$ cat config.mk
export PLATFORM = sky130hd
export DESIGN_NAME = ex_stage_md
export DESIGN_NICKNAME = d
export VERILOG_FILES = /design/src/rtl/ex_stage_md.sv
export SDC_FILE = /design/constraint.sdc
export NUM_CORES = 1
export LEC_CHECK = 0
export CORE_UTILIZATION = 35
export DETAILED_ROUTE_END_ITERATION = 7
export PLACE_DENSITY_LB_ADDON = 0.15
export SLEW_MARGIN = 40
export SYNTH_ARGS = -nofsm -noshare
export SYNTH_HDL_FRONTEND = slang
export SYNTH_SLANG_ARGS = --single-unit
$ cat constraint.sdc
create_clock -name clk -period 12.1 [get_ports clk]
set_input_delay 2.42 -clock clk [delete_from_list [all_inputs] [get_ports clk]]
set_output_delay 2.42 -clock clk [all_outputs]
set_load 0.005 [all_outputs]
$ cat src/rtl/ex_stage_md.sv
// ex_stage_md: execute stage with operand forwarding, a single-cycle ALU and
// an iterative radix-2 multiply/divide unit (RV32M op set). Owns the EX/MEM
// pipeline register. Multi-cycle MD ops hold upstream through stall_o.
// Optional feature: define EX_MD_DIV_EN to build the divider; without it,
// DIV/DIVU/REM/REMU complete in one cycle with result 0 and no stall.
// ALU encoding (alu_op_i): 0 ADD, 1 SUB, 2 SLL, 3 SLT, 4 SLTU, 5 XOR, 6 SRL,
// 7 SRA, 8 OR, 9 AND, 10 pass opB, others 0.
module ex_stage_md #(
   parameter int DATA_WIDTH = 32,
   parameter int REG_ADDR_W = 5,
   parameter int MEM_OP_W   = 4
) (
   input  logic                  clk,
   input  logic                  rst,
   input  logic                  flush,
   input  logic                  id_valid_i,
   input  logic [DATA_WIDTH-1:0] pc_i,
   input  logic [DATA_WIDTH-1:0] rs1_data_i,
   input  logic [DATA_WIDTH-1:0] rs2_data_i,
   input  logic [DATA_WIDTH-1:0] imm_i,
   input  logic [REG_ADDR_W-1:0] rd_add_i,
   input  logic                  regwrite_i,
   input  logic                  rd_mem_i,
   input  logic                  wr_mem_i,
   input  logic [MEM_OP_W-1:0]   mem_op_i,
   input  logic [1:0]            sel_to_reg_i,
   input  logic                  branch_i,
   input  logic                  jump_i,
   input  logic [3:0]            alu_op_i,
   input  logic                  md_req_i,
   input  logic [2:0]            md_op_i,
   input  logic                  sel_alu1_i,
   input  logic                  sel_alu2_i,
   input  logic [1:0]            fwd_a_i,
   input  logic [1:0]            fwd_b_i,
   input  logic [DATA_WIDTH-1:0] mem_fwd_i,
   input  logic [DATA_WIDTH-1:0] wb_fwd_i,
   output logic                  stall_o,
   output logic                  ex_valid_o,
   output logic [DATA_WIDTH-1:0] ex_result_o,
   output logic                  ex_zero_o,
   output logic [DATA_WIDTH-1:0] ex_rs2_data_o,
   output logic [DATA_WIDTH-1:0] ex_pc_o,
   output logic [DATA_WIDTH-1:0] ex_imm_o,
   output logic [DATA_WIDTH-1:0] ex_pc_dest_o,
   output logic [REG_ADDR_W-1:0] ex_rd_add_o,
   output logic                  ex_regwrite_o,
   output logic                  ex_rd_mem_o,
   output logic                  ex_wr_mem_o,
   output logic [MEM_OP_W-1:0]   ex_mem_op_o,
   output logic [1:0]            ex_sel_to_reg_o,
   output logic                  ex_branch_o,
   output logic                  ex_jump_o
);
   localparam int W     = DATA_WIDTH;
   localparam int CNT_W = $clog2(DATA_WIDTH);

   typedef enum logic [1:0] {MD_IDLE, MD_BUSY, MD_DONE} md_state_e;

   typedef struct packed {
      logic                  valid;
      logic [W-1:0]          result;
      logic                  zero;
      logic [W-1:0]          rs2;
      logic [W-1:0]          pc;
      logic [W-1:0]          imm;
      logic [REG_ADDR_W-1:0] rd_add;
      logic                  regwrite;
      logic                  rd_mem;
      logic                  wr_mem;
      logic [MEM_OP_W-1:0]   mem_op;
      logic [1:0]            sel_to_reg;
      logic                  branch;
      logic                  jump;
   } ex_mem_t;

   logic [W-1:0]     rs1_fwd, rs2_fwd, op_a, op_b, alu_res;
   logic [CNT_W-1:0] shamt;
   logic             a_neg, b_neg, md_start, md_nodiv_op;
   logic [W-1:0]     a_mag, b_mag, md_result;
   logic [2*W-1:0]   mul_step, mul_full;
   md_state_e        state_q, state_d;
   logic [CNT_W-1:0] count_q, count_d;
   logic [2*W-1:0]   acc_q, acc_d;
   logic [W-1:0]     opnd_q, opnd_d;
   logic [2:0]       op_q, op_d;
   logic             neg_q, neg_d;
`ifdef EX_MD_DIV_EN
   logic [2*W-1:0]   div_step;
   logic [W:0]       div_shift, div_diff;
   logic             rneg_q, rneg_d;
`endif
   ex_mem_t          ex_q, ex_d;

   // Operand forwarding, then pc/imm selection for the ALU inputs.
   always_comb begin
      case (fwd_a_i)
         2'b01:   rs1_fwd = mem_fwd_i;
         2'b10:   rs1_fwd = wb_fwd_i;
         default: rs1_fwd = rs1_data_i;
      endcase
      case (fwd_b_i)
         2'b01:   rs2_fwd = mem_fwd_i;
         2'b10:   rs2_fwd = wb_fwd_i;
         default: rs2_fwd = rs2_data_i;
      endcase
      op_a  = sel_alu1_i ? pc_i : rs1_fwd;
      op_b  = sel_alu2_i ? imm_i : rs2_fwd;
      shamt = op_b[CNT_W-1:0];
   end

   // Single-cycle ALU.
   // NOTE: every always_comb output gets a default first so no path infers a latch.
   always_comb begin
      alu_res = '0;
      case (alu_op_i)
         4'd0:  alu_res = op_a + op_b;
         4'd1:  alu_res = op_a - op_b;
         4'd2:  alu_res = op_a << shamt;
         4'd3:  alu_res = {{(W-1){1'b0}}, ($signed(op_a) < $signed(op_b))};
         4'd4:  alu_res = {{(W-1){1'b0}}, (op_a < op_b)};
         4'd5:  alu_res = op_a ^ op_b;
         4'd6:  alu_res = op_a >> shamt;
         4'd7:  alu_res = $signed(op_a) >>> shamt;
         4'd8:  alu_res = op_a | op_b;
         4'd9:  alu_res = op_a & op_b;
         4'd10: alu_res = op_b;
         default: alu_res = '0;
      endcase
   end

   // Operand sign handling, iteration steps and final sign correction of the MD unit.
   always_comb begin
      // MULH and MULHSU treat rs1 as signed, only MULH treats rs2 as signed;
      // DIV and REM (md_op_i[0]=0) are signed on both operands.
      if (md_op_i[2]) begin
         a_neg = !md_op_i[0] && rs1_fwd[W-1];
         b_neg = !md_op_i[0] && rs2_fwd[W-1];
      end else begin
         a_neg = (md_op_i[1:0] == 2'b01 || md_op_i[1:0] == 2'b10) && rs1_fwd[W-1];
         b_neg = (md_op_i[1:0] == 2'b01) && rs2_fwd[W-1];
      end
      a_mag = a_neg ? -rs1_fwd : rs1_fwd;
      b_mag = b_neg ? -rs2_fwd : rs2_fwd;
`ifdef EX_MD_DIV_EN
      md_nodiv_op = 1'b0;
`else
      md_nodiv_op = md_req_i && md_op_i[2];
`endif
      md_start = id_valid_i && md_req_i && !md_nodiv_op && !flush && (state_q == MD_IDLE);

      // Shift-add: acc = {partial, multiplier}, add multiplicand when lsb set, shift right.
      mul_step = {({1'b0, acc_q[2*W-1:W]} + (acc_q[0] ? {1'b0, opnd_q} : '0)), acc_q[W-1:1]};
      mul_full = neg_q ? -acc_q : acc_q;
      md_result = (op_q == 3'b000) ? mul_full[W-1:0] : mul_full[2*W-1:W];
`ifdef EX_MD_DIV_EN
      // Restoring division: acc = {remainder, quotient/dividend}. A zero divisor
      // naturally yields an all-ones quotient and the dividend as remainder, and
      // the most-negative / -1 case yields the dividend with remainder 0.
      div_shift = {acc_q[2*W-1:W], acc_q[W-1]};
      div_diff  = div_shift - {1'b0, opnd_q};
      div_step  = div_diff[W] ? {div_shift[W-1:0], acc_q[W-2:0], 1'b0}
                              : {div_diff[W-1:0], acc_q[W-2:0], 1'b1};
      if (op_q[2]) begin
         md_result = op_q[1] ? (rneg_q ? -acc_q[2*W-1:W] : acc_q[2*W-1:W])
                             : (neg_q ? -acc_q[W-1:0] : acc_q[W-1:0]);
      end
`endif
      stall_o = !rst && !flush &&
                (md_start || (state_q == MD_BUSY) ||
                 (state_q == MD_IDLE && id_valid_i && md_req_i && !md_nodiv_op));
   end

   // MD control FSM: IDLE latches operands, BUSY iterates W times, DONE hands the result over.
   always_comb begin
      state_d = state_q;
      count_d = count_q;
      acc_d   = acc_q;
      opnd_d  = opnd_q;
      op_d    = op_q;
      neg_d   = neg_q;
`ifdef EX_MD_DIV_EN
      rneg_d  = rneg_q;
`endif
      case (state_q)
         MD_IDLE: begin
            if (md_start) begin
               state_d = MD_BUSY;
               count_d = '0;
               op_d    = md_op_i;
               neg_d   = a_neg ^ b_neg;
               acc_d   = {{W{1'b0}}, b_mag};
               opnd_d  = a_mag;
`ifdef EX_MD_DIV_EN
               rneg_d  = a_neg;
               if (md_op_i[2]) begin
                  neg_d  = (a_neg ^ b_neg) && (rs2_fwd != '0);
                  acc_d  = {{W{1'b0}}, a_mag};
                  opnd_d = b_mag;
               end
`endif
            end
         end
         MD_BUSY: begin
            acc_d = mul_step;
`ifdef EX_MD_DIV_EN
            if (op_q[2]) acc_d = div_step;
`endif
            count_d = count_q + CNT_W'(1);
            if (count_q == CNT_W'(W - 1)) begin
               state_d = MD_DONE;
               count_d = '0;
            end
         end
         MD_DONE: state_d = MD_IDLE;
         default: state_d = MD_IDLE;
      endcase
      if (flush) begin
         state_d = MD_IDLE;
         count_d = '0;
      end
   end

   // MD state register; operand/accumulator flops carry no reset since they are loaded before use.
   // NOTE: sequential state uses non-blocking assignments so all flops update from pre-edge values.
   always_ff @(posedge clk) begin
      if (rst) begin
         state_q <= MD_IDLE;
         count_q <= '0;
      end else begin
         state_q <= state_d;
         count_q <= count_d;
      end
      acc_q  <= acc_d;
      opnd_q <= opnd_d;
      op_q   <= op_d;
      neg_q  <= neg_d;
`ifdef EX_MD_DIV_EN
      rneg_q <= rneg_d;
`endif
   end

   // Next EX/MEM contents: ALU or MD result, with a bubble on stall or empty ID/EX.
   always_comb begin
      ex_d            = '0;
      ex_d.valid      = id_valid_i;
      ex_d.result     = (state_q == MD_DONE) ? md_result : (md_nodiv_op ? '0 : alu_res);
      ex_d.zero       = (alu_res == '0);
      ex_d.rs2        = rs2_fwd;
      ex_d.pc         = pc_i;
      ex_d.imm        = imm_i;
      ex_d.rd_add     = rd_add_i;
      ex_d.regwrite   = regwrite_i;
      ex_d.rd_mem     = rd_mem_i;
      ex_d.wr_mem     = wr_mem_i;
      ex_d.mem_op     = mem_op_i;
      ex_d.sel_to_reg = sel_to_reg_i;
      ex_d.branch     = branch_i;
      ex_d.jump       = jump_i;
      if (stall_o || !id_valid_i) begin
         ex_d.valid    = 1'b0;
         ex_d.regwrite = 1'b0;
         ex_d.rd_mem   = 1'b0;
         ex_d.wr_mem   = 1'b0;
         ex_d.branch   = 1'b0;
         ex_d.jump     = 1'b0;
      end
   end

   // EX/MEM pipeline register, cleared by reset or flush.
   always_ff @(posedge clk) begin
      if (rst || flush) ex_q <= '0;
      else              ex_q <= ex_d;
   end

   assign ex_valid_o      = ex_q.valid;
   assign ex_result_o     = ex_q.result;
   assign ex_zero_o       = ex_q.zero;
   assign ex_rs2_data_o   = ex_q.rs2;
   assign ex_pc_o         = ex_q.pc;
   assign ex_imm_o        = ex_q.imm;
   assign ex_pc_dest_o    = ex_q.pc + ex_q.imm;
   assign ex_rd_add_o     = ex_q.rd_add;
   assign ex_regwrite_o   = ex_q.regwrite;
   assign ex_rd_mem_o     = ex_q.rd_mem;
   assign ex_wr_mem_o     = ex_q.wr_mem;
   assign ex_mem_op_o     = ex_q.mem_op;
   assign ex_sel_to_reg_o = ex_q.sel_to_reg;
   assign ex_branch_o     = ex_q.branch;
   assign ex_jump_o       = ex_q.jump;
endmodule

==> metrics.md <==
| Metric | Value |
|---|---|
| Post-DP HPWL | `106000 microns` |
| Tcrit/Tclk final | `74.4%` |
| Type of the most critical hold path | `flip-flop to flip-flop` |
| Placed cells | `4527` |
| Slew headroom | `37.1%` |
| Global route overflow | `0` |
| Starting DRT DRC Count | `3381` |
| Fmax | `111 MHz` |
| Final Skew | `0.0426 ns` |
| Register bit total from synthesis | `253` |
| Critical Path Fanout Max | `54` |
| Post-Syn Area per Cell | `7.70 sq um` |
| Final Hold Slack | `0.484 ns` |
| I/O Buffers | `404` |
| # IOs | `405` |
| Setup_tns | `0 ns` |
| Tot Pwr | `0.00354 W` |
| Clock-pin slew on the worst setup and hold paths | `0.06 ns` |
| First-pass GRT wire length | `188000 microns` |
| Clock Path Buffers | `3` |
| CP endpoint kind | `flip-flop` |
| CTS Buf Count | `30` |
| Post-synthesis sequential area ratio | `23.8%` |
| Root Driver | `clkbuf_16` |
| Max-slew violations | `0` |
| Synth Cell Area | `0.0255 sq mm` |
| Fillers | `7358` |
| Area Overhead vs Synth | `24.2%` |
| Unique masters post-synth | `92` |
| Cts repair resizes | `0` |
| Max VDD drop | `0.0951 mV` |
| Final ANT Viol Nets | `0` |
| Worst Path Required | `12.64 ns` |
| Number of setup buffers added after CTS | `0` |
| Yosys top cell by area | `dfxtp_1` |
| Fin crit period | `9.00 ns` |
| GPL Wtd Cong | `1.04` |
| Largest net degree at the start of global routing | `73` |
| Setup WS pre-CTS | `2.66 ns` |
| Drt pass-1 iters | `8` |
| Share of the synthesized area in the top cell type | `12.0%` |
| Setup ws final | `3.10 ns` |
| Synth area leaders | `dfxtp_1, edfxtp_1, ha_1` |
| Die Y | `272 microns` |
| CTS tree | `yes` |
| Layout Cells excl Fill | `4595` |
| Share of cells above drive strength 1 | `6.69%` |
| Worst-Margin Slew | `0.918 ns` |
| Vias | `28200` |
| Number of global-route vias before repair | `26100` |
| H-tree depth | `1` |
| Post-synth EDFFs | `100` |
| Post-synth top flop | `dfxtp_1` |
| Area of the die | `0.0739 sq mm` |
| Status | `finished, final reports clean` |
| CTS Sinks | `253` |
| Die W | `272 microns` |
| # DRC | `0` |
| Routed Wire Length | `133000 microns` |
| Layout Nets | `4017` |
| PwrDens | `112 mW/mm^2` |
| Worst skew pair latency | `0.63 ns` |
| Overall Global Routing Usage | `34.4%` |
| Yosys warns | `0` |
| Detail-routed via count per cell | `6.14` |
| Avg WL per Cell | `28.9 microns` |
| Max Cap Violations | `0` |
| Number of core rows | `98` |
| Initial core utilization | `35.5%` |
| Leakage | `12.7 nW` |
| Critical path arrival | `9.54 ns` |
| Hold_buf cts | `0` |
| RSZ-0062 raised after global routing | `false` |
| Final hold viol count | `0` |
| Syn Nets | `3718` |
| Cells after Synth | `3311` |
| Startpoint types | `primary input` |
| Core area | `0.0717 sq mm` |
| # setup viols final | `0` |
| WS Path Type | `primary input to flip-flop` |
| Async SR Flop Fraction | `0%` |
| Initial antenna violation count | `12` |
area by class of cell:
cell class,instances,area (sq um),share of cell area (%)
diodes,11,27.5,0.0870
clock inverters,11,135,0.427
multi-input cells,2667,18000,57.0
clock buffers,45,883,2.79
repair buffers,488,4670,14.8
well taps,950,1190,3.75
inverters,170,641,2.02
flip-flops and latches,253,6070,19.2
cells in the mapped netlist, types with 12 or more instances:
cell	n
nor2_1	366
o21ai_0	248
nand2_1	246
a21oi_1	245
ha_1	177
inv_1	167
clkbuf_1	161
mux2i_1	160
dfxtp_1	153
and2_1	122
xnor2_1	101
edfxtp_1	100
xor2_1	69
nor3_1	68
nand3_1	51
a22oi_1	46
nand2b_1	43
nor2b_1	42
a221oi_1	41
a211oi_1	39
a221o_1	38
o31ai_1	37
o211ai_1	35
a31oi_1	33
a21o_1	32
and3_1	30
buf_1	27
buf_2	27
or2_2	26
o22ai_1	24
o221ai_1	20
o21a_1	17
o21ai_1	16
or3_1	16
a22o_1	15
nor4_1	15
mux2_2	14
a211o_1	13
o21bai_1	13
o41ai_1	13
nand4_1	12
or4_1	12
cell families after synthesis:
kind of cell             synth area share, %
buffers and inverters                   6.03
XOR/XNOR                                5.84
AO/OA/AOI/OAI                           27.4
adder cells (fa/ha/maj)                 9.00
flip-flops                              23.8
AND/OR/NAND/NOR                         20.5
multiplexers                            7.40
power by group:
| part | total (W) | internal, W | leakage, nW | switching (W) |
|---|---|---|---|---|
| logic | 0.00162 | 0.000586 | 10.0 | 0.00103 |
| clock network | 0.000956 | 0.000549 | 0.503 | 0.000408 |
| registers | 0.000963 | 0.000936 | 2.16 | 0.0000267 |
path summary, 6_finish.rpt:
check / from / endpoint / slack (ns) / depth (start not counted)
min reg2reg: count_q[3] / count_q[3] / 0.48 / 1
max reg2reg: acc_q[0] / acc_q[61] / 7.21 / 18
min: count_q[3] / count_q[3] / 0.48 / 1
max: fwd_b_i[0] / ex_zero_o / 3.10 / 21
flip-flops by register name (all words and copies together), names as in the netlist, 2 cells and up:
signal,cells
ex_result_o,32
ex_rs2_data_o,32
ex_imm_o,32
ex_rd_add_o,5
ex_sel_to_reg_o,2
opnd_q,32
ex_pc_o,32
acc_q,64
state_q,2
count_q,5
op_q,3
ex_mem_op_o,4
routing by layer:
| metal | vias up | global-route usage (%) | share of wire (%) |
|---|---|---|---|
| li1 | 12700 | - | - |
| met1 | 13600 | 45.9 | 42 |
| met2 | 1658 | 53.9 | 44 |
| met3 | 277 | 5.40 | 9.2 |
| met4 | 4 | 16.6 | 5.4 |
| met5 | - | 0 | 0.017 |
metrics by stage:
step | util [%] | area, sq um
after floorplan | - | 25500
after global placement | 42.6 | 30600
after detailed placement | 42.7 | 30600
after CTS | 44.1 | 31600
after global routing | 44.1 | 31600
final | 44.1 | 31700
worst max-delay path, stage by stage:
cell and delay (ns):
clkdlybuf4s50_1 0.55, inv_1 0.07, ha_1 0.27, buf_4 0.38, nor2b_1 0.22, o31a_2 0.61, buf_4 0.66, ha_1 0.36
nand2b_1 0.17, a221oi_1 0.39, o211ai_1 0.20, o31ai_1 0.59, a31oi_1 0.34, o311ai_1 0.59, a31o_2 0.36, nand3_1 0.10
a221o_1 0.35, o21a_1 0.20, nor4b_1 0.31, nand4_1 0.15, nor3b_1 0.21
layout by cell type, fill, tap and decap left out, types with 32 or more instances in the layout:
cell type / synthesis / final
inv_1: 167 / 166
xor2_1: 69 / 69
nand2_1: 246 / 245
ha_1: 177 / 176
clkdlybuf4s50_1: 0 / 402
a21o_1: 32 / 32
nor2_1: 366 / 363
o31ai_1: 37 / 37
buf_4: 3 / 82
a21oi_1: 245 / 243
nor2b_1: 42 / 40
a221oi_1: 41 / 34
nand2b_1: 43 / 42
xnor2_1: 101 / 101
o21ai_0: 248 / 236
mux2i_1: 160 / 160
dfxtp_1: 153 / 153
clkbuf_16: 0 / 32
o211ai_1: 35 / 35
nor3_1: 68 / 67
a31oi_1: 33 / 32
a221o_1: 38 / 38
a22oi_1: 46 / 46
edfxtp_1: 100 / 100
a211oi_1: 39 / 39
nand3_1: 51 / 51
and2_1: 122 / 122
Power figures use the tool's default switching activity.
